`src/rtl/hack_ctrl_if.sv`:
```
`default_nettype none
// ============================================================================
// hack_ctrl_if : instruction, data-memory and ALU buses of the Hack controller
// Rev 1.0
// ============================================================================
interface hack_ctrl_if #(
    parameter int WIDTH = 16
);
    logic [WIDTH-1:0] o_imem_addr;
    logic             o_imem_req;
    logic             i_imem_ack;
    logic [WIDTH-1:0] i_imem_data;

    logic [WIDTH-1:0] o_dmem_addr;
    logic [WIDTH-1:0] o_dmem_wdata;
    logic             o_dmem_we;
    logic             o_dmem_req;
    logic             i_dmem_ack;
    logic [WIDTH-1:0] i_dmem_rdata;

    logic [WIDTH-1:0] o_alu_a_or_m;
    logic [WIDTH-1:0] o_alu_d;
    logic [5:0]       o_alu_comp;
    logic [2:0]       o_alu_comp_jmp;
    logic [WIDTH-1:0] i_alu_q;
    logic             i_alu_jmp;

    modport master (
        output o_imem_addr, o_imem_req,
        input  i_imem_ack, i_imem_data,
        output o_dmem_addr, o_dmem_wdata, o_dmem_we, o_dmem_req,
        input  i_dmem_ack, i_dmem_rdata,
        output o_alu_a_or_m, o_alu_d, o_alu_comp, o_alu_comp_jmp,
        input  i_alu_q, i_alu_jmp
    );

    modport slave (
        input  o_imem_addr, o_imem_req,
        output i_imem_ack, i_imem_data,
        input  o_dmem_addr, o_dmem_wdata, o_dmem_we, o_dmem_req,
        output i_dmem_ack, i_dmem_rdata,
        input  o_alu_a_or_m, o_alu_d, o_alu_comp, o_alu_comp_jmp,
        output i_alu_q, i_alu_jmp
    );
endinterface
`default_nettype wire

```
`src/rtl/hack_ctrl.sv`:
```
`default_nettype none
// ============================================================================
// hack_ctrl : multi-cycle Hack CPU controller (fetch/decode/exec, external ALU)
// Optional macro HACK_CTRL_HALT_EN: a jump back to the previous instruction
// halts the core until reset.                                          Rev 1.0
// ============================================================================
module hack_ctrl #(
    parameter int WIDTH = 16
) (
    input  logic             i_clk,
    input  logic             i_rst_n,
    hack_ctrl_if.master      bus,
    output logic [WIDTH-1:0] o_pc,
    output logic             o_halt
);

    localparam logic [2:0] S_BOOT   = 3'd0;
    localparam logic [2:0] S_FETCH  = 3'd1;
    localparam logic [2:0] S_DECODE = 3'd2;
    localparam logic [2:0] S_MEM_RD = 3'd3;
    localparam logic [2:0] S_EXEC   = 3'd4;
    localparam logic [2:0] S_MEM_WR = 3'd5;
    localparam logic [2:0] S_HALT   = 3'd6;

    localparam logic [WIDTH-1:0] ONE = {{(WIDTH-1){1'b0}}, 1'b1};

    logic [2:0]       state_q, state_d;
    logic [WIDTH-1:0] pc_q, pc_d;
    logic [WIDTH-1:0] a_q, a_d;
    logic [WIDTH-1:0] d_q, d_d;
    logic [WIDTH-1:0] ir_q, ir_d;
    logic [WIDTH-1:0] m_q, m_d;
    logic [WIDTH-1:0] q_q, q_d;
    logic [WIDTH-1:0] t_q, t_d;
    logic             j_q, j_d;

    logic [WIDTH-1:0] pc_inc;
    logic             halt_hit;

    assign pc_inc = pc_q + ONE;

`ifdef HACK_CTRL_HALT_EN
    // "@(PC-1); 0;JMP" is the idiomatic end-of-program spin loop
    assign halt_hit = (ir_q[2:0] == 3'b111) && (a_q == (pc_q - ONE));
`else
    assign halt_hit = 1'b0;
`endif

    always_ff @(posedge i_clk or negedge i_rst_n) begin
        if (!i_rst_n) begin
            state_q <= S_BOOT;
            pc_q    <= '0;
            a_q     <= '0;
            d_q     <= '0;
            ir_q    <= '0;
            m_q     <= '0;
            q_q     <= '0;
            t_q     <= '0;
            j_q     <= 1'b0;
        end else begin
            state_q <= state_d;
            pc_q    <= pc_d;
            a_q     <= a_d;
            d_q     <= d_d;
            ir_q    <= ir_d;
            m_q     <= m_d;
            q_q     <= q_d;
            t_q     <= t_d;
            j_q     <= j_d;
        end
    end

    always_comb begin
        state_d = state_q;
        pc_d    = pc_q;
        a_d     = a_q;
        d_d     = d_q;
        ir_d    = ir_q;
        m_d     = m_q;
        q_d     = q_q;
        t_d     = t_q;
        j_d     = j_q;
        case (state_q)
            S_BOOT: state_d = S_FETCH;
            S_FETCH: begin
                if (bus.i_imem_ack) begin
                    ir_d    = bus.i_imem_data;
                    state_d = S_DECODE;
                end
            end
            S_DECODE: begin
                if (!ir_q[15]) begin
                    a_d     = ir_q;
                    pc_d    = pc_inc;
                    state_d = S_FETCH;
                end else if (ir_q[12]) begin
                    state_d = S_MEM_RD;
                end else begin
                    state_d = S_EXEC;
                end
            end
            S_MEM_RD: begin
                if (bus.i_dmem_ack) begin
                    m_d     = bus.i_dmem_rdata;
                    state_d = S_EXEC;
                end
            end
            S_EXEC: begin
                q_d = bus.i_alu_q;
                j_d = bus.i_alu_jmp;
                t_d = a_q;
                if (ir_q[5]) a_d = bus.i_alu_q;
                if (ir_q[4]) d_d = bus.i_alu_q;
                // jump target is always the A value from before this write
                if (ir_q[3]) begin
                    state_d = S_MEM_WR;
                end else if (halt_hit) begin
                    pc_d    = a_q;
                    state_d = S_HALT;
                end else begin
                    pc_d    = bus.i_alu_jmp ? a_q : pc_inc;
                    state_d = S_FETCH;
                end
            end
            S_MEM_WR: begin
                if (bus.i_dmem_ack) begin
                    pc_d    = j_q ? t_q : pc_inc;
                    state_d = S_FETCH;
                end
            end
            S_HALT:  state_d = S_HALT;
            default: state_d = S_BOOT;
        endcase
    end

    always_comb begin
        bus.o_imem_req     = (state_q == S_FETCH);
        bus.o_imem_addr    = pc_q;
        bus.o_dmem_req     = (state_q == S_MEM_RD) || (state_q == S_MEM_WR);
        bus.o_dmem_we      = (state_q == S_MEM_WR);
        bus.o_dmem_addr    = (state_q == S_MEM_WR) ? t_q : a_q;
        bus.o_dmem_wdata   = q_q;
        bus.o_alu_comp     = ir_q[11:6];
        bus.o_alu_comp_jmp = ir_q[2:0];
        bus.o_alu_d        = d_q;
        bus.o_alu_a_or_m   = ir_q[12] ? m_q : a_q;
        o_pc               = pc_q;
`ifdef HACK_CTRL_HALT_EN
        o_halt             = (state_q == S_HALT);
`else
        o_halt             = 1'b0;
`endif
    end

endmodule
`default_nettype wire

```
`src/flat_wrapper.sv`:
```
// flat-port wrapper written by rule: the top's interface ports become plain ports
module hack_ctrl_flat 
#(
    parameter int WIDTH = 16
)
  (i_clk, i_rst_n, o_pc, o_halt, bus_o_imem_addr, bus_o_imem_req, bus_i_imem_ack, bus_i_imem_data, bus_o_dmem_addr, bus_o_dmem_wdata, bus_o_dmem_we, bus_o_dmem_req, bus_i_dmem_ack, bus_i_dmem_rdata, bus_o_alu_a_or_m, bus_o_alu_d, bus_o_alu_comp, bus_o_alu_comp_jmp, bus_i_alu_q, bus_i_alu_jmp);
  hack_ctrl_if #(.WIDTH(WIDTH)) bus_i ();
  input  logic i_clk;
  input  logic i_rst_n;
  output logic [WIDTH-1:0] o_pc;
  output logic o_halt;
  output wire logic [$bits(bus_i.o_imem_addr)-1:0] bus_o_imem_addr;
  output wire logic [$bits(bus_i.o_imem_req)-1:0] bus_o_imem_req;
  input wire logic [$bits(bus_i.i_imem_ack)-1:0] bus_i_imem_ack;
  input wire logic [$bits(bus_i.i_imem_data)-1:0] bus_i_imem_data;
  output wire logic [$bits(bus_i.o_dmem_addr)-1:0] bus_o_dmem_addr;
  output wire logic [$bits(bus_i.o_dmem_wdata)-1:0] bus_o_dmem_wdata;
  output wire logic [$bits(bus_i.o_dmem_we)-1:0] bus_o_dmem_we;
  output wire logic [$bits(bus_i.o_dmem_req)-1:0] bus_o_dmem_req;
  input wire logic [$bits(bus_i.i_dmem_ack)-1:0] bus_i_dmem_ack;
  input wire logic [$bits(bus_i.i_dmem_rdata)-1:0] bus_i_dmem_rdata;
  output wire logic [$bits(bus_i.o_alu_a_or_m)-1:0] bus_o_alu_a_or_m;
  output wire logic [$bits(bus_i.o_alu_d)-1:0] bus_o_alu_d;
  output wire logic [$bits(bus_i.o_alu_comp)-1:0] bus_o_alu_comp;
  output wire logic [$bits(bus_i.o_alu_comp_jmp)-1:0] bus_o_alu_comp_jmp;
  input wire logic [$bits(bus_i.i_alu_q)-1:0] bus_i_alu_q;
  input wire logic [$bits(bus_i.i_alu_jmp)-1:0] bus_i_alu_jmp;
  assign bus_o_imem_addr = bus_i.o_imem_addr;
  assign bus_o_imem_req = bus_i.o_imem_req;
  assign bus_i.i_imem_ack = bus_i_imem_ack;
  assign bus_i.i_imem_data = bus_i_imem_data;
  assign bus_o_dmem_addr = bus_i.o_dmem_addr;
  assign bus_o_dmem_wdata = bus_i.o_dmem_wdata;
  assign bus_o_dmem_we = bus_i.o_dmem_we;
  assign bus_o_dmem_req = bus_i.o_dmem_req;
  assign bus_i.i_dmem_ack = bus_i_dmem_ack;
  assign bus_i.i_dmem_rdata = bus_i_dmem_rdata;
  assign bus_o_alu_a_or_m = bus_i.o_alu_a_or_m;
  assign bus_o_alu_d = bus_i.o_alu_d;
  assign bus_o_alu_comp = bus_i.o_alu_comp;
  assign bus_o_alu_comp_jmp = bus_i.o_alu_comp_jmp;
  assign bus_i.i_alu_q = bus_i_alu_q;
  assign bus_i.i_alu_jmp = bus_i_alu_jmp;
  hack_ctrl #(.WIDTH(WIDTH)) u_core (.i_clk(i_clk), .i_rst_n(i_rst_n), .bus(bus_i), .o_pc(o_pc), .o_halt(o_halt));
endmodule
```
`config.mk`:
```
export PLATFORM = sky130hd
export DESIGN_NAME = hack_ctrl_flat
export DESIGN_NICKNAME = d
export VERILOG_FILES = /design/src/rtl/hack_ctrl_if.sv /design/src/rtl/hack_ctrl.sv /design/src/flat_wrapper.sv
export SDC_FILE = /design/constraint.sdc
export NUM_CORES = 1
export LEC_CHECK = 0
export CAP_MARGIN = 25
export CORE_ASPECT_RATIO = 1.75
export CORE_MARGIN = 5
export CORE_UTILIZATION = 35
export CTS_CLUSTER_DIAMETER = 30
export CTS_CLUSTER_SIZE = 10
export DETAILED_ROUTE_END_ITERATION = 12
export GPL_TIMING_DRIVEN = 0
export HOLD_SLACK_MARGIN = 0.06
export PLACE_DENSITY = 0.72
export SLEW_MARGIN = 5
export SYNTH_ARGS = -nofsm -noshare
export SYNTH_HDL_FRONTEND = slang
export SYNTH_SLANG_ARGS = --single-unit
```
`constraint.sdc`:
```
create_clock -name i_clk -period 5.6 [get_ports i_clk]
set_clock_uncertainty 0.15 [all_clocks]
set_input_delay 1.12 -clock i_clk [delete_from_list [all_inputs] [get_ports i_clk]]
set_output_delay 1.12 -clock i_clk [all_outputs]
set_load 0.01 [all_outputs]
```
==> results of run 1 <==
-- cell families after synthesis --
group                      count (synthesis)
buffers and inverters                     66
and+or+nand+nor                          244
muxes                                     65
DFF                                      116
adders and majority gates                  1
other                                      1
xor gates and xnor gates                   2
AOI/OAI and AO/OA                         86
-- per-stage QoR --
stage	hold slack (ps)	util [%]
final	327	50.0
after CTS	329	50.0
after global placement	309	46.4
after floorplan	312	-
after global routing	354	50.0
after detailed placement	315	46.6
-- critical path: cells and delay by family (launching register included) --
| kind | cells | cell delay, ps |
|---|---|---|
| buf+inv | 5 | 1330 |
| simple gates | 3 | 390 |
| flops | 1 | 410 |
-- flip-flops by register name (all words and copies together) (netlist names) --
register / flops
u_core.bus.o_alu_d: 16
u_core.bus.o_dmem_wdata: 16
u_core.a_q: 16
u_core.ir_q: 16
u_core.j_q: 1
u_core.state_q: 3
u_core.m_q: 16
u_core.t_q: 16
u_core.bus.o_imem_addr: 16
-- Yosys cell counts (2+ instances only) --
| cell | number |
|---|---|
| a21o_1 | 4 |
| inv_1 | 6 |
| and3_1 | 2 |
| nor3_1 | 4 |
| and2_1 | 5 |
| a211oi_1 | 2 |
| nor3b_1 | 2 |
| xor2_1 | 2 |
| a221oi_1 | 9 |
| and2b_1 | 2 |
| buf_6 | 3 |
| and4_1 | 2 |
| mux2_2 | 58 |
| nand2_1 | 174 |
| o21ai_1 | 4 |
| nor4_1 | 4 |
| a22oi_1 | 2 |
| buf_4 | 32 |
| a221o_1 | 2 |
| o21ai_0 | 17 |
| a22o_1 | 2 |
| o2bb2ai_1 | 7 |
| mux2_1 | 5 |
| nand4_1 | 5 |
| nor2_1 | 31 |
| nand2b_1 | 2 |
| dfrtp_1 | 116 |
| nand3_1 | 4 |
| clkbuf_1 | 11 |
| a222oi_1 | 3 |
| buf_2 | 13 |
| a31oi_1 | 17 |
| a21oi_1 | 7 |
| o21a_1 | 4 |
-- how the worst max path moves through the flow --
stage	from	to	slack (ps)	cells past startpoint
2_1_floorplan	u_core.state_q[1]	bus_o_dmem_addr[10]	2960	7
3_3_place_gp	i_rst_n	u_core.m_q[11]	-1430	1
3_5_place_dp	u_core.state_q[1]	bus_o_dmem_addr[12]	2180	8
4_1_cts	u_core.state_q[1]	bus_o_dmem_addr[12]	1740	8
5_1_grt	u_core.state_q[1]	bus_o_dmem_addr[8]	1600	8
6_report	u_core.state_q[1]	bus_o_dmem_addr[13]	1760	8
-- power by group --
group / switching [W] / internal, W
sequential: 0.000401 / 0.00125
combinational: 0.00111 / 0.00140
clock: 0.000397 / 0.000650
total: 0.00191 / 0.00331
-- layout make-up --
class / count / area [um2] / area share (%)
Inverter: 6 / 22.5 / 0.276
Timing Repair Buffer: 160 / 1620 / 19.9
Clock buffer: 18 / 429 / 5.26
Sequential cell: 116 / 2900 / 35.6
Buffer: 60 / 384 / 4.71
Multi-Input combinational cell: 399 / 2420 / 29.7
Clock inverter: 12 / 134 / 1.64
Tap cell: 192 / 240 / 2.95
-- per-layer routing --
layer	share of wire, %	vias to the layer above	GRT usage (%)
met1	37	2398	20.7
met3	6.2	26	5.15
met5	0	-	0
met2	55	180	35.3
met4	2.0	0	7.15
li1	-	2331	-
==> flow_summary.toml, run 1 <==
[detailed_routing]
drc_errors = 0
drt_wl_total_um = 17900
vias_per_cell = 5.12
firstDrtPassIters = 5
drt_iter0_markers = 243
post_drt_wl_per_cell_um = 18.6
vias = 4935
postRouteAntennaNets = 0

[floorplanning]
die_w_um = 107
die_h_um = 179
io_pins = 162
die_area_mm2 = 0.0191
start_util_pct = 35.2
fp.coreArea_mm2 = 0.0163
core.rowCount = 62

[yosys]
synth_edf_count = 0
synth_top_area_share_pct = 50.7
syn_avg_cell_area_um2 = 9.86
synth_top_area_cell = "dfrtp_1"
yosys.area_share.adder_pct = 0.218
synth_cell_types = 52
seq_area_frac_synth_pct = 50.7
synth_compound_area_share_pct = 10.5
synthXorXnorAreaFrac_pct = 0.306
syn_area_mm2 = 0.00573
yosys-top-cells-area = "dfrtp_1 (51%), mux2_2 (11%), nand2_1 (11%)"
synth_seq_cells = 116
synth_ff_type = "dfrtp_1"
synth-simple-area-share_pct = 18.3
synth_nets = 635
syn_inst = 581
synth.mux.area_fraction_pct = 12.8
async_flop_share_pct = 100
synth_top_family_by_area = "simple AND/OR/NAND/NOR gates"
synth_warnings = 0

[timing]
tightest_slew_ps = 649
timing.slew.headroom_pct = 56.5
fin_crit_ps = 3840
rsz0062_at_grt = "no"
setup_viol_count_final = 0
final_max_slew_viol_count = 0
fin_ws_ps = 1760
hold_violations = 0
fmax_ghz = 0.261
setup-tns-final_ps = 0
fin_crit_sh_pct = 68.5

[cts]
clkTransAtPathRegs_ps = 60
cts_tree = "yes"
hold_buffers = 0
clock_sinks = 116
cts_resized = 0
clock_path_buffers = 2
postCtsSetupBuffers = 0
h-tree-depth = 4
cts-buffers-inserted = 17
insertion_delay_ps = 410
cts-root-buf = "clkbuf_16"

[placement]
post-place-cells = 933
dp.final_hpwl_um = 13700
place_congestion = 0.847
post-place-ws_ps = 2180
place.port_buffers = 159
place_area_mm2 = 0.00759

[final_layout]
drive_gt1_share_pct = 18.9
layout_commonest_cell = "nand2_1"
fin_nets = 814
syn2layout_area_growth_pct = 42.3
antenna-diode-count = 0
layout_common_cells = "nand2_1 (174), clkdlybuf4s50_1 (158), dfrtp_1 (116), mux2_2 (58), buf_4 (32)"
stdcell_area_mm2 = 0.00815
instances_no_fill = 963
fillers = 1529

[grt]
grt_remaining_overflow = 0
antenna_found_initial = 0
gr-usage-all-layers_pct = 19.1
grt_pass1_vias = 5139
grt_max_degree = 81
grt_pass1_wl_um = 28000

[worst_setup_path]
reg2reg_from = "u_core.state_q[0]"
cp.required_ps = 4330
startpoint_type = "flip-flop"
crit_fanout = 10
worst_setup_path_end_kind = "output port"
crit_arrival_ps = 2570
critical_path_class = "reg -> out"
critPathSlowestCell = "clkdlybuf4s50_1"
cp_common_cell = "buf_2"
regToRegSetupSlack_ps = 3310
crit_chain = "buf_2 > nand3b_4 > inv_1 > buf_2 > buf_2 > nand2_1 > nand2_1 > clkdlybuf4s50_1"
timing.rr.end = "u_core.bus.o_alu_d[12]"
max_stage_delay_ps = 540
rr_worst_depth = 6

[worst_hold_path]
whs_path_depth = 2
hold_start = "u_core.bus.o_dmem_wdata[13]"
hp-class = "reg -> reg"
min_to = "u_core.bus.o_dmem_wdata[13]"

[run_status]
outcome = "finished clean"

[pwr]
leakagePower_nw = 3.61
ir_drop_v = 0.000293
total_power_w = 0.00521
cellPowerDensity_mw_per_mm2 = 639

[run]
max-cap-violations = 0
Note: power is estimated with default switching activity, not from simulation.
==> run 2: changes to the inputs <==
PLACE_DENSITY = 0.74   (was 0.72)
clock period = 3.5 ns   (was 5.6 ns; I/O delays follow)
==> run 2 against run 1 <==
Die area stayed put; sequential cell count did not move; design area up 0.81%; register-to-register slack worse by 2100 ps; non-clock buffer count up 1.
==> flow_summary.toml, run 2 (synthesis results as in run 1) <==
[floorplanning]
start_util_pct = 35.2
core.rowCount = 62
die_w_um = 107
die_area_mm2 = 0.0191
die_h_um = 179
fp.coreArea_mm2 = 0.0163
io_pins = 162

[final_layout]
layout_common_cells = "nand2_1 (174), clkdlybuf4s50_1 (158), dfrtp_1 (116), mux2_2 (58), buf_4 (33)"
regArea_mm2 = 0.00290
antenna-diode-count = 0
fin_nets = 815
layout_commonest_cell = "nand2_1"
fin_util_pct = 50.5
multi_input_area_mm2 = 0.00242
fillers = 1503
drive_gt1_share_pct = 19.3
stdcell_area_mm2 = 0.00822
instances_no_fill = 966
syn2layout_area_growth_pct = 43.5

[timing]
fmax_ghz = 0.298
hold_violations = 0
final_max_slew_viol_count = 0
rsz0062_at_grt = "no"
fin_ws_ps = 142
timing.slew.headroom_pct = 55.2
tightest_slew_ps = 672
fin_crit_ps = 3360
setup_viol_count_final = 0
fin_crit_sh_pct = 95.9
setup-tns-final_ps = 0

[detailed_routing]
firstDrtPassIters = 5
drt_wl_total_um = 18200
drc_errors = 0
vias = 5047
drt_iter0_markers = 274
vias_per_cell = 5.22
postRouteAntennaNets = 0
post_drt_wl_per_cell_um = 18.8

[worst_setup_path]
worst_setup_path_end_kind = "output port"
cp.required_ps = 2650
critical_path_class = "reg -> out"
crit_arrival_ps = 2510
cp-startpoint = "u_core.state_q[1]"
startpoint_type = "flip-flop"
endpoint = "bus_o_dmem_addr[13]"
timing.rr.end = "u_core.bus.o_alu_d[14]"
reg2reg_from = "u_core.state_q[0]"
regToRegSetupSlack_ps = 1230
crit_fanout = 10
rr_worst_depth = 6

[pwr]
power_frac_seq_pct = 31.1
switching_power_w = 0.00307
cellPowerDensity_mw_per_mm2 = 1030
clkPwrFrac_pct = 21.3
ir_drop_v = 0.000513
p_int_w = 0.00544
p_comb_share_pct = 47.6
leakagePower_nw = 3.65
switching_share_pct = 36.1

[worst_hold_path]
hp-class = "reg -> reg"

[placement]
post-place-ws_ps = 496
dp.final_hpwl_um = 13800
place_area_mm2 = 0.00759
post-place-cells = 933
place_congestion = 0.851
place.port_buffers = 159

[grt]
grt_pass1_wl_um = 28300
grt_pass1_vias = 5173
grt_max_degree = 93
gr-usage-all-layers_pct = 19.3
antenna_found_initial = 0
grt_remaining_overflow = 0

[cts]
clkTransAtPathRegs_ps = 50
clock_sinks = 116
postCtsSetupBuffers = 0
cts_tree = "yes"
h-tree-depth = 4
cts-buffers-inserted = 17
insertion_delay_ps = 410
clock_path_buffers = 2
cts-root-buf = "clkbuf_16"

[run_status]
outcome = "finished clean"

[run]
max-cap-violations = 0
-- run 2: cell count changes in the layout (fill, tap and decap cells not counted) --
cell,delta
buf_4,+1
dlygate4sd3_1,+1
buf_2,-1
clkbuf_1,-1
clkinv_2,+2
bufinv_16,+2
clkbuf_2,+1
inv_6,-2
-- run 2: critical path, cell delays in order, from the launching register on --
cell and delay (ps):
dfrtp_1 410, buf_2 200, nand3b_4 250, inv_1 110, buf_2 220, buf_4 220
nand2_1 70, nand2_1 80, clkdlybuf4s50_1 540
-- run 2: timing repair --
item,CTS,global route
hold endpoints to repair,24,0
hold buffers,1,0
setup endpoints to repair,0,10
resized for setup,0,4
-- run 2: how the worst min path moves through the flow --
stage / startpoint / end / slack (ps) / cells after the start
floorplan: i_rst_n / u_core.a_q[0] / 250 / 0
global placement: u_core.bus.o_dmem_wdata[4] / u_core.bus.o_dmem_wdata[4] / 310 / 2
detailed placement: u_core.bus.o_dmem_wdata[9] / u_core.bus.o_dmem_wdata[9] / 320 / 2
CTS: u_core.bus.o_dmem_wdata[9] / u_core.bus.o_dmem_wdata[9] / 330 / 2
global route: u_core.bus.o_dmem_wdata[15] / u_core.bus.o_dmem_wdata[15] / 350 / 2
finish: u_core.bus.o_dmem_wdata[9] / u_core.bus.o_dmem_wdata[9] / 330 / 2
-- run 2: layer usage --
metal | global-route usage [%] | vias to the layer above | wire length [um] | part of all wire (%)
met5 | 0 | - | 0 | 0
met4 | 8.16 | 0 | 505 | 2.8
met3 | 4.76 | 39 | 1240 | 6.8
met2 | 35.6 | 215 | 10100 | 55
met1 | 20.7 | 2458 | 6340 | 35
li1 | - | 2335 | - | -
-- run 2: final cells by class --
cell class              instances  area share (%)
plain buffers                  60            4.72
clock buffers                  18            5.22
clock inverters                14            2.27
inverters                       6           0.274
multi-input cells             399            29.4
flip-flops and latches        116            35.3
well taps                     192            2.92
repair buffers                161            19.8
-- run 2: power by group through the flow --
stage | combinational, W | sequential [W] | clock, W
after floorplan | 0.00201 | 0.00256 | 0
after global placement | 0.00400 | 0.00262 | 0
after detailed placement | 0.00406 | 0.00265 | 0
after CTS | 0.00409 | 0.00264 | 0.00184
after global routing | 0.00439 | 0.00274 | 0.00190
final | 0.00405 | 0.00264 | 0.00181
-- run 2: stage by stage --
step | power (W) | hold WS [ps]
floorplan | 0.00458 | 254
global placement | 0.00662 | 309
detailed placement | 0.00672 | 316
CTS | 0.00857 | 329
global route | 0.00903 | 348
finish | 0.00850 | 327
==> run 3: changes to the inputs <==
HOLD_SLACK_MARGIN = 0.15   (was 0.06)
SETUP_SLACK_MARGIN = 0.3   (was unset)
SKIP_CTS_REPAIR_TIMING = 1   (was unset)
==> run 3 against run 2 <==
Highest routed layer unchanged; cell count up 0.31%; clock power about the same; largest power group unchanged; first-iteration DRC count up 1.8%; wire length up 0.70%; design area up 0.67%.
==> flow_summary.toml, run 3 (synthesis results as in run 1) <==
[final_layout]
layout_common_cells = "nand2_1 (174), clkdlybuf4s50_1 (149), dfrtp_1 (115), mux2_2 (58), buf_4 (37)"
fin_util_pct = 50.8
regArea_mm2 = 0.00290
antenna-diode-count = 0
instances_no_fill = 969
syn2layout_area_growth_pct = 44.4
layout_commonest_cell = "nand2_1"
fin_nets = 818
fillers = 1499
multi_input_area_mm2 = 0.00242
stdcell_area_mm2 = 0.00827
drive_gt1_share_pct = 19.7

[worst_hold_path]
whs_path_depth = 2
hp-class = "reg -> reg"
hold_start = "u_core.bus.o_dmem_wdata[9]"
min_to = "u_core.bus.o_dmem_wdata[9]"

[cts]
clock_path_buffers = 2
clock_sinks = 116
insertion_delay_ps = 410
cts_tree = "yes"
cts-buffers-inserted = 17
clkTransAtPathRegs_ps = 50
cts-root-buf = "clkbuf_16"
h-tree-depth = 4

[timing]
fin_crit_ps = 3130
fmax_ghz = 0.319
final_max_slew_viol_count = 0
setup_viol_count_final = 0
timing.slew.headroom_pct = 54.7
fin_crit_sh_pct = 89.4
hold_violations = 0
tightest_slew_ps = 679
rsz0062_at_grt = "no"

[run]
max-cap-violations = 0

[placement]
dp.final_hpwl_um = 13800
place.port_buffers = 159
place_area_mm2 = 0.00759
place_congestion = 0.851
post-place-cells = 933

[worst_setup_path]
regToRegSetupSlack_ps = 1210
reg2reg_from = "u_core.state_q[1]"
timing.rr.end = "u_core.bus.o_alu_d[14]"
cp.required_ps = 2650
crit_arrival_ps = 2280
critical_path_class = "reg -> out"
worst_setup_path_end_kind = "output port"
startpoint_type = "flip-flop"
crit_fanout = 10
rr_worst_depth = 6

[grt]
grt_pass1_wl_um = 28200
grt_max_degree = 93
grt_remaining_overflow = 0
gr-usage-all-layers_pct = 19.3
antenna_found_initial = 0
grt_pass1_vias = 5170

[detailed_routing]
drc_errors = 0
postRouteAntennaNets = 0
drt_iter0_markers = 279
vias_per_cell = 5.21
vias = 5048
post_drt_wl_per_cell_um = 18.9
drt_wl_total_um = 18300
firstDrtPassIters = 5

[pwr]
ir_drop_v = 0.000511
cellPowerDensity_mw_per_mm2 = 1030
leakagePower_nw = 3.74

[floorplanning]
fp.coreArea_mm2 = 0.0163
die_area_mm2 = 0.0191
die_h_um = 179
start_util_pct = 35.2
die_w_um = 107
io_pins = 162
core.rowCount = 62

[run_status]
outcome = "finished clean"
==> run 3: cell types whose count changed in the layout (fill, tap and decap cells not counted), sizes merged <==
cell | before | now
buf | 51 | 54
clkdlybuf4s50 | 158 | 149
dlymetal6s2s | 0 | 9
==> run 3: worst max path at each step <==
stage | end | start
5_1_grt | bus_o_dmem_addr[15] | u_core.state_q[1]
4_1_cts | bus_o_dmem_addr[12] | u_core.state_q[1]
6_report | bus_o_alu_a_or_m[9] | u_core.ir_q[12]
3_3_place_gp | u_core.m_q[10] | i_rst_n
2_1_floorplan | bus_o_dmem_addr[10] | u_core.state_q[1]
3_5_place_dp | bus_o_dmem_addr[12] | u_core.state_q[1]
==> run 3: worst max-delay path, stage by stage, from the launching register on <==
cell and delay, ps:
dfrtp_1 400, clkbuf_1 540, mux2_2 440, clkdlybuf4s50_1 480
==> run 3: area by class of cell <==
| type | instances | share of cell area, % |
|---|---|---|
| well taps | 192 | 2.90 |
| flip-flops and latches | 116 | 35.1 |
| plain buffers | 60 | 4.79 |
| clock inverters | 14 | 2.25 |
| multi-input cells | 399 | 29.2 |
| clock buffers | 18 | 5.19 |
| repair buffers | 164 | 20.2 |
| inverters | 6 | 0.272 |
==> run 3: per-stage QoR <==
step | setup slack (ps) | setup TNS (ps) | hold slack (ps) | total power, W
3_3_place_gp | -3030 | -349540 | 309 | 0.00662
2_1_floorplan | 1280 | 0 | 254 | 0.00458
5_1_grt | 307 | 0 | 348 | 0.00904
6_report | 370 | 0 | 330 | 0.00853
3_5_place_dp | 496 | 0 | 316 | 0.00672
4_1_cts | 42.7 | 0 | -13.6 | 0.00857
==> run 3: layer usage <==
metal / track usage, % / wire, um / vias to the layer above
li1: - / - / 2340
met1: 20.7 / 6510 / 2467
met2: 35.6 / 10100 / 209
met3: 4.76 / 1200 / 32
met4: 8.16 / 464 / 0
met5: 0 / 0 / -
==> run 3: where the power goes <==
| part | switching [W] | internal (W) |
|---|---|---|
| combinational | 0.00181 | 0.00226 |
| sequential | 0.000649 | 0.00200 |
| clock | 0.000630 | 0.00118 |
| total | 0.00309 | 0.00544 |
